<file path="src/rtl/noc_node_pkg.sv">
// Shared types and helpers for the hypercube NoC router.
//   flit_t : 11-bit link flit {hop, dest, payload}
//   pkt_t  : 8-bit local packet {dest, payload}
//   route(): dimension-ordered (e-cube) output selection
package noc_pkg;

  localparam int unsigned NUM_IN  = 5;
  localparam int unsigned NUM_OUT = 5;
  localparam int unsigned DB_PORT = 4;  // ejection output index
  localparam int unsigned DG_PORT = 4;  // injection input index

  typedef struct packed {
    logic [2:0] hop;
    logic [3:0] dest;
    logic [3:0] payload;
  } flit_t;

  typedef struct packed {
    logic [3:0] dest;
    logic [3:0] payload;
  } pkt_t;

  // Lowest differing address bit picks the link; no difference means eject.
  function automatic logic [2:0] route(input logic [3:0] dest, input logic [3:0] myIp);
    logic [3:0] diff;
    diff = dest ^ myIp;
    if (diff[0])      route = 3'd0;
    else if (diff[1]) route = 3'd1;
    else if (diff[2]) route = 3'd2;
    else if (diff[3]) route = 3'd3;
    else              route = 3'(DB_PORT);
  endfunction

endpackage

</file>
<file path="src/rtl/noc_node_if.sv">
// Channel bundle of one router node: four link inputs, four link outputs,
// the local injection channel (dg) and the local ejection channel (db).
// Every channel is a 4-phase req/ack bundled-data channel.
//   master : environment / neighbour side
//   slave  : router side
interface noc_node_if;
  import noc_pkg::*;

  logic  [3:0] in_req;
  logic  [3:0] in_ack;
  flit_t [3:0] in_data;

  logic  [3:0] out_req;
  logic  [3:0] out_ack;
  flit_t [3:0] out_data;

  logic        dg_req;
  logic        dg_ack;
  pkt_t        dg_data;

  logic        db_req;
  logic        db_ack;
  pkt_t        db_data;

  modport master (
    output in_req, in_data, out_ack, dg_req, dg_data, db_ack,
    input  in_ack, out_req, out_data, dg_ack, db_req, db_data
  );

  modport slave (
    input  in_req, in_data, out_ack, dg_req, dg_data, db_ack,
    output in_ack, out_req, out_data, dg_ack, db_req, db_data
  );

endinterface

</file>
<file path="src/rtl/noc_node_out_port.sv">
// One router output: round-robin arbiter over the buffered inputs that
// route here, an output flit register and a 4-phase sender FSM.
//   clk, rst_n : clock, asynchronous active-low reset
//   reqVec     : inputs currently requesting this output
//   candFlit   : buffered flit of every input
//   grant      : one-hot; the granted input frees its buffer on this edge
//   outReq     : channel request (registered)
//   outAck     : channel acknowledge
//   outFlit    : channel data, stable until the next grant
// IS_DB selects the ejection flavour, where the hop field is not carried.
module noc_out_port
  import noc_pkg::*;
#(
  parameter bit IS_DB = 1'b0
) (
  input  logic              clk,
  input  logic              rst_n,
  input  logic [NUM_IN-1:0] reqVec,
  input  flit_t             candFlit [NUM_IN],
  output logic [NUM_IN-1:0] grant,
  output logic              outReq,
  input  logic              outAck,
  output flit_t             outFlit
);

  typedef enum logic [1:0] {
    IDLE,
    REQ_HI,
    REQ_LO
  } state_t;

  state_t     state;
  logic [2:0] ptr;
  logic       found;
  logic [2:0] winIdx;
  logic [3:0] scan;
  flit_t      winFlit;
  flit_t      nextFlit;

  // Search starts at ptr, which always sits just after the last winner.
  always_comb begin
    found  = 1'b0;
    winIdx = '0;
    scan   = '0;
    for (int unsigned off = 0; off < NUM_IN; off++) begin
      scan = {1'b0, ptr} + 4'(off);
      if (scan >= 4'(NUM_IN)) scan = scan - 4'(NUM_IN);
      if (!found && reqVec[scan[2:0]]) begin
        found  = 1'b1;
        winIdx = scan[2:0];
      end
    end
  end

  always_comb begin
    grant = '0;
    if (state == IDLE && found) grant[winIdx] = 1'b1;
  end

  always_comb begin
    winFlit  = candFlit[winIdx];
    nextFlit = winFlit;
    if (IS_DB)                  nextFlit.hop = '0;
    else if (winFlit.hop != '1) nextFlit.hop = winFlit.hop + 3'd1;
  end

  always_ff @(posedge clk or negedge rst_n) begin
    if (!rst_n) begin
      state   <= IDLE;
      ptr     <= '0;
      outReq  <= 1'b0;
      outFlit <= '0;
    end else begin
      case (state)
        IDLE: begin
          if (found) begin
            outFlit <= nextFlit;
            outReq  <= 1'b1;
            ptr     <= (winIdx == 3'(NUM_IN - 1)) ? '0 : winIdx + 3'd1;
            state   <= REQ_HI;
          end
        end
        REQ_HI: begin
          if (outAck) begin
            outReq <= 1'b0;
            state  <= REQ_LO;
          end
        end
        REQ_LO: begin
          if (!outAck) state <= IDLE;
        end
        default: state <= IDLE;
      endcase
    end
  end

endmodule

</file>
<file path="src/rtl/noc_node.sv">
// Router for one node of a 16-node 4-D hypercube NoC.
//   clk   : single clock, all channels synchronous to it
//   rst_n : asynchronous active-low reset
//   bus   : channel bundle (links 0-3, injection dg, ejection db)
// Link k connects to node MY_IP ^ (1<<k). Each of the five inputs (links,
// dg) owns a one-flit buffer whose occupancy throttles its acknowledge.
// Each of the five outputs (links, db) arbitrates independently.
module noc_node
  import noc_pkg::*;
#(
  parameter logic [3:0] MY_IP  = 4'b0000,
  parameter int         FLIT_W = 11,
  parameter int         PKT_W  = 8
) (
  input  logic       clk,
  input  logic       rst_n,
  noc_node_if.slave  bus
);

  logic [NUM_IN-1:0]  rxReq;
  logic [NUM_IN-1:0]  rxAck;
  logic [NUM_IN-1:0]  bufValid;
  logic [NUM_IN-1:0]  freeVec;
  logic [FLIT_W-1:0]  rxData   [NUM_IN];
  flit_t              bufFlit  [NUM_IN];
  logic [PKT_W-1:0]   dgPkt;

  logic [NUM_IN-1:0]  portReq  [NUM_OUT];
  logic [NUM_IN-1:0]  portGnt  [NUM_OUT];
  logic [NUM_OUT-1:0] txReq;
  logic [NUM_OUT-1:0] txAck;
  flit_t              txFlit   [NUM_OUT];

  // Channel mapping: links occupy indices 0-3, dg/db index 4.
  assign rxReq = {bus.dg_req, bus.in_req};
  assign txAck = {bus.db_ack, bus.out_ack};
  assign dgPkt = bus.dg_data;
  assign rxData[DG_PORT] = FLIT_W'(dgPkt);  // injected flits start at hop 0

  for (genvar k = 0; k < 4; k++) begin : gLink
    assign rxData[k]       = bus.in_data[k];
    assign bus.out_data[k] = txFlit[k];
  end

  assign bus.in_ack  = rxAck[3:0];
  assign bus.dg_ack  = rxAck[DG_PORT];
  assign bus.out_req = txReq[3:0];
  assign bus.db_req  = txReq[DB_PORT];
  assign bus.db_data = '{dest: txFlit[DB_PORT].dest, payload: txFlit[DB_PORT].payload};

  // Receive side: capture only into an empty buffer, so a waiting flit
  // keeps the next one on that input unacknowledged.
  for (genvar i = 0; i < NUM_IN; i++) begin : gRx
    logic  ackQ;
    logic  validQ;
    flit_t flitQ;

    always_ff @(posedge clk or negedge rst_n) begin
      if (!rst_n) begin
        ackQ   <= 1'b0;
        validQ <= 1'b0;
        flitQ  <= '0;
      end else if (!ackQ && rxReq[i] && !validQ) begin
        flitQ  <= flit_t'(rxData[i]);
        validQ <= 1'b1;
        ackQ   <= 1'b1;
      end else begin
        if (ackQ && !rxReq[i]) ackQ <= 1'b0;
        if (freeVec[i])        validQ <= 1'b0;
      end
    end

    assign rxAck[i]    = ackQ;
    assign bufValid[i] = validQ;
    assign bufFlit[i]  = flitQ;
  end

  always_comb begin
    for (int unsigned o = 0; o < NUM_OUT; o++) portReq[o] = '0;
    for (int unsigned i = 0; i < NUM_IN; i++) begin
      if (bufValid[i]) portReq[route(bufFlit[i].dest, MY_IP)][i] = 1'b1;
    end
  end

  // Every input routes to exactly one output, so at most one grant hits it.
  always_comb begin
    freeVec = '0;
    for (int unsigned o = 0; o < NUM_OUT; o++) freeVec = freeVec | portGnt[o];
  end

  for (genvar o = 0; o < NUM_OUT; o++) begin : gOut
    noc_out_port #(
      .IS_DB(o == DB_PORT)
    ) uPort (
      .clk      (clk),
      .rst_n    (rst_n),
      .reqVec   (portReq[o]),
      .candFlit (bufFlit),
      .grant    (portGnt[o]),
      .outReq   (txReq[o]),
      .outAck   (txAck[o]),
      .outFlit  (txFlit[o])
    );
  end

endmodule

</file>
<file path="src/flat_wrapper.sv">
// flat-port wrapper written by rule: the top's interface ports become plain ports
module noc_node_flat import noc_pkg::*;
#(
  parameter logic [3:0] MY_IP  = 4'b0000,
  parameter int         FLIT_W = 11,
  parameter int         PKT_W  = 8
)
  (clk, rst_n, bus_in_req, bus_in_data, bus_out_ack, bus_dg_req, bus_dg_data, bus_db_ack, bus_in_ack, bus_out_req, bus_out_data, bus_dg_ack, bus_db_req, bus_db_data);
  noc_node_if bus_i ();
  input  logic clk;
  input  logic rst_n;
  input wire logic [$bits(bus_i.in_req)-1:0] bus_in_req;
  input wire logic [$bits(bus_i.in_data)-1:0] bus_in_data;
  input wire logic [$bits(bus_i.out_ack)-1:0] bus_out_ack;
  input wire logic [$bits(bus_i.dg_req)-1:0] bus_dg_req;
  input wire logic [$bits(bus_i.dg_data)-1:0] bus_dg_data;
  input wire logic [$bits(bus_i.db_ack)-1:0] bus_db_ack;
  output wire logic [$bits(bus_i.in_ack)-1:0] bus_in_ack;
  output wire logic [$bits(bus_i.out_req)-1:0] bus_out_req;
  output wire logic [$bits(bus_i.out_data)-1:0] bus_out_data;
  output wire logic [$bits(bus_i.dg_ack)-1:0] bus_dg_ack;
  output wire logic [$bits(bus_i.db_req)-1:0] bus_db_req;
  output wire logic [$bits(bus_i.db_data)-1:0] bus_db_data;
  assign bus_i.in_req = bus_in_req;
  assign bus_i.in_data = bus_in_data;
  assign bus_i.out_ack = bus_out_ack;
  assign bus_i.dg_req = bus_dg_req;
  assign bus_i.dg_data = bus_dg_data;
  assign bus_i.db_ack = bus_db_ack;
  assign bus_in_ack = bus_i.in_ack;
  assign bus_out_req = bus_i.out_req;
  assign bus_out_data = bus_i.out_data;
  assign bus_dg_ack = bus_i.dg_ack;
  assign bus_db_req = bus_i.db_req;
  assign bus_db_data = bus_i.db_data;
  noc_node #(.MY_IP(MY_IP), .FLIT_W(FLIT_W), .PKT_W(PKT_W)) u_core (.clk(clk), .rst_n(rst_n), .bus(bus_i));
endmodule
</file>
<file path="config.mk">
export PLATFORM = sky130hd
export DESIGN_NAME = noc_node_flat
export DESIGN_NICKNAME = d
export VERILOG_FILES = /design/src/rtl/noc_node_pkg.sv /design/src/rtl/noc_node_if.sv /design/src/rtl/noc_node_out_port.sv /design/src/rtl/noc_node.sv /design/src/flat_wrapper.sv
export SDC_FILE = /design/constraint.sdc
export NUM_CORES = 1
export LEC_CHECK = 0
export CAP_MARGIN = 20
export CORE_ASPECT_RATIO = 1.5
export CORE_MARGIN = 2
export CORE_UTILIZATION = 35
export CTS_CLUSTER_DIAMETER = 80
export CTS_CLUSTER_SIZE = 20
export DETAILED_ROUTE_END_ITERATION = 16
export PLACE_DENSITY_LB_ADDON = 0.08
export REMOVE_ABC_BUFFERS = 1
export SLEW_MARGIN = 10
export SYNTH_ARGS = -nofsm -noshare
export SYNTH_HDL_FRONTEND = slang
export SYNTH_SLANG_ARGS = --single-unit
</file>
<file path="constraint.sdc">
create_clock -name clk -period 8.65 [get_ports clk]
set_clock_uncertainty 0.1 [all_clocks]
set_input_delay 2.1625 -clock clk [delete_from_list [all_inputs] [get_ports clk]]
set_output_delay 2.1625 -clock clk [all_outputs]
set_load 0.01 [all_outputs]
</file>
==> flow_summary.yaml <==
setup_path:
  cpMaxStageDelayCell: "dfrtp_1"
  critical_path.n_buffers_inverters: 3
  worstPathRequired_ps: 8890
  cp_cell_sequence: "inv_2 -> ha_1 -> ha_1 -> inv_1 -> o21a_1 -> mux4_2 -> a22oi_1 -> nand2_1 -> or4_1 -> o22a_1 -> inv_1 -> o21ai_1 -> o22ai_1 -> ha_1 -> and2_1 -> mux2i_1 -> o21ai_1"
  worst_setup_path_end_kind: "register"
  crit_type: "register to register"
  cp.arrival_ps: 6150
  critPathTopFamily: "compound AO/OA/AOI/OAI gates"
  r2r-start: "u_core.gOut[0].uPort.ptr[0]$_DFFE_PN0P_"
  crit_top_cell: "ha_1"
  critPathLaunch: "u_core.gOut[0].uPort.ptr[0]$_DFFE_PN0P_"
  max_stage_delay_ps: 820
  critPathLaunchType: "register"
  crit_fanout: 23
outcome:
  run_status: "finished, final reports clean"
logic_synthesis:
  syn_area_per_cell_sq_um: 8.788
  ys_ff_latch: 144
  ys.flop_type: "dfrtp_1"
  yosys.area.top_type_share_pct: 29.14
  synth_common_cells: "dfrtp_1, nand2_1, mux2i_1"
  synth_area_sq_um: 12360
  ys.warnings.count: 0
  yosysMostFrequentCell: "dfrtp_1"
  yosysTopAreaCell: "dfrtp_1"
  async_flop_share_pct: 100.0
  synth_edf_count: 0
  synthTopCellsByArea: "dfrtp_1, mux2i_1, mux2_2"
  synthCells: 1407
  synth.distinct_cells: 104
  yosysSeqAreaShare_pct: 29.14
clock_network:
  cts-root-buf: "clkbuf_16"
  htree_levels: 4
  cts_buffers: 17
  holdBufCountCts: 0
  cts_resized: 0
  clkTransAtPathRegs_ps: 80
  cts_setup_buffers: 0
  cts.sinks: 144
  clk_latency_ps: 450
  cts_buffer_depth: 2
  cts_tree: "built"
worst_hold_path:
  holdCritStartpoint: "u_core.gOut[1].uPort.outFlit[5]$_DFFE_PN0P_"
  hp-class: "register to register"
floorplan:
  die_h_microns: 234.2
  row_count: 84
  pin_count: 126
  die_area_sq_um: 36880
  start_util_pct: 35.43
  fp.dieW_microns: 157.5
  core_sq_um: 34890
routing:
  route.vias.total: 11390
  wirelength_microns: 43800
  dr.pass1.iters: 8
  wl_per_cell_microns: 22.11
  antenna_left: 0
  detail_route.iter0.violations: 715
  vias_per_cell: 5.751
  drc: 0
global_routing:
  grt_overflow_total: 0
  grtUsageMet1_pct: 27.29
  grt_use_total_pct: 23.97
  busiest_layer: "met2"
  grt_pass1_wl_microns: 67140
  grt_use_met3_pct: 3.012
  antenna_found_initial: 1
  grt_max_degree: 93
  grt_pass1_vias: 11390
  grt_use_met2_pct: 43.93
timing:
  finalCritPeriodShare_pct: 68.41
  period_needed_ps: 5918
  fmax_mhz: 169.0
  grt_setup_unrepaired: "no"
  slew_headroom_pct: 30.41
  worst_pin_slew_ps: 1037
  tns_ps: 0
  hold_violations: 0
  setup_viol: 0
  slew_violations: 0
place:
  gp_congestion: 0.9009
  place_hpwl_microns: 32930
  portBuffers: 125
final_layout:
  insertedDiodeCount: 0
  layout.nets: 1618
  area_delta_synth_final_pct: 18.64
  fill_cells: 3595
  drive_gt1_share_pct: 11.67
job:
  drv_cap: 0
## cells by family (layout without fill, tap and decap cells)
kind of cell | after synthesis | count (layout) | synth area share (%)
compound gates | 404 | 404 | 22.41
flops | 144 | 144 | 29.14
xor+xnor | 27 | 27 | 1.913
mux | 171 | 171 | 15.63
fa+ha+maj | 59 | 59 | 6.274
buf+inv | 153 | 254 | 5.303
simple gates | 449 | 449 | 19.32
## state kept, by name (all words and copies together) (netlist names)
| signal | cells |
|---|---|
| u_core.gOut.uPort.ptr | 15 |
| u_core.gOut.uPort.outFlit | 52 |
| u_core.bus.dg_ack | 1 |
| u_core.gRx.validQ | 5 |
| u_core.gRx.ackQ | 4 |
| u_core.bufFlit | 52 |
| u_core.gOut.uPort.state | 10 |
| u_core.gOut.uPort.outReq | 5 |
## per-stage QoR
stage / setup WS [ps] / instances / hold slack [ps] / cell area [sq um] / utilization [%]
detailed placement: 2736 / 1948 / 352.8 / 14050 / 40.27
finish: 2733 / 1981 / 363.0 / 14670 / 42.04
global placement: 2798 / 1947 / 350.5 / 14040 / 40.25
global route: 2203 / 1981 / 383.2 / 14670 / 42.04
CTS: 2740 / 1980 / 368.9 / 14660 / 42.03
floorplan: 3294 / 1328 / 404.1 / 11990 / -
## path summary, 6_finish.rpt
check | to | slack, ps | cells after the start
min in group asynchronous | u_core.gOut[3].uPort.outFlit[5]$_DFFE_PN0P_ | 1670 | 1
setup reg to reg | u_core.gOut[0].uPort.outFlit[9]$_DFFE_PN0P_ | 2730 | 17
setup / recovery | u_core.gOut[0].uPort.outFlit[9]$_DFFE_PN0P_ | 2730 | 17
max in group asynchronous | u_core.gOut[1].uPort.ptr[0]$_DFFE_PN0P_ | 5450 | 2
hold reg to reg | u_core.gOut[1].uPort.outFlit[5]$_DFFE_PN0P_ | 360 | 1
hold / removal | u_core.gOut[1].uPort.outFlit[5]$_DFFE_PN0P_ | 360 | 1
## cell type report
type	instances	area (sq um)	area share [%]
timing repair buffer	148	1423	9.698
tap	473	591.8	4.034
sequential	144	3603	24.56
multi-input combinational	1110	8158	55.61
clock inverter	15	187.7	1.279
inverter	74	280.3	1.911
clock buffer	17	425.4	2.900
## metal layers
metal  wire length [microns]  share of wire (%)
met2                   22880                 52
met1                   17220                 39
met3                    1723                3.9
met5                       0                  0
met4                    1982                4.5
## placed cells by master (no fill, tap or decap), types with 9 or more instances in the layout
cell type	count
dfrtp_1	144
clkdlybuf4s50_1	124
nand2_1	116
mux2i_1	96
nor2_1	85
o21ai_0	81
a21oi_1	70
inv_1	69
mux2_2	61
ha_1	54
nand2b_1	41
nor3_1	35
o22ai_1	30
nand3_1	27
o21ai_1	25
xnor2_1	22
and2_1	22
buf_4	22
clkbuf_16	17
nor2b_1	16
o211ai_1	13
a21o_1	12
o22a_1	12
a31oi_1	12
and3_1	12
a22oi_1	12
or3_1	11
a221oi_1	11
a211oi_1	11
nand3b_1	10
nor4_1	10
mux4_2	10
o31ai_1	10
a2bb2oi_1	9
Power is left out: the tool's default activity adds up to more than one toggle a clock period on the data nets, which glitch-free logic cannot reach.
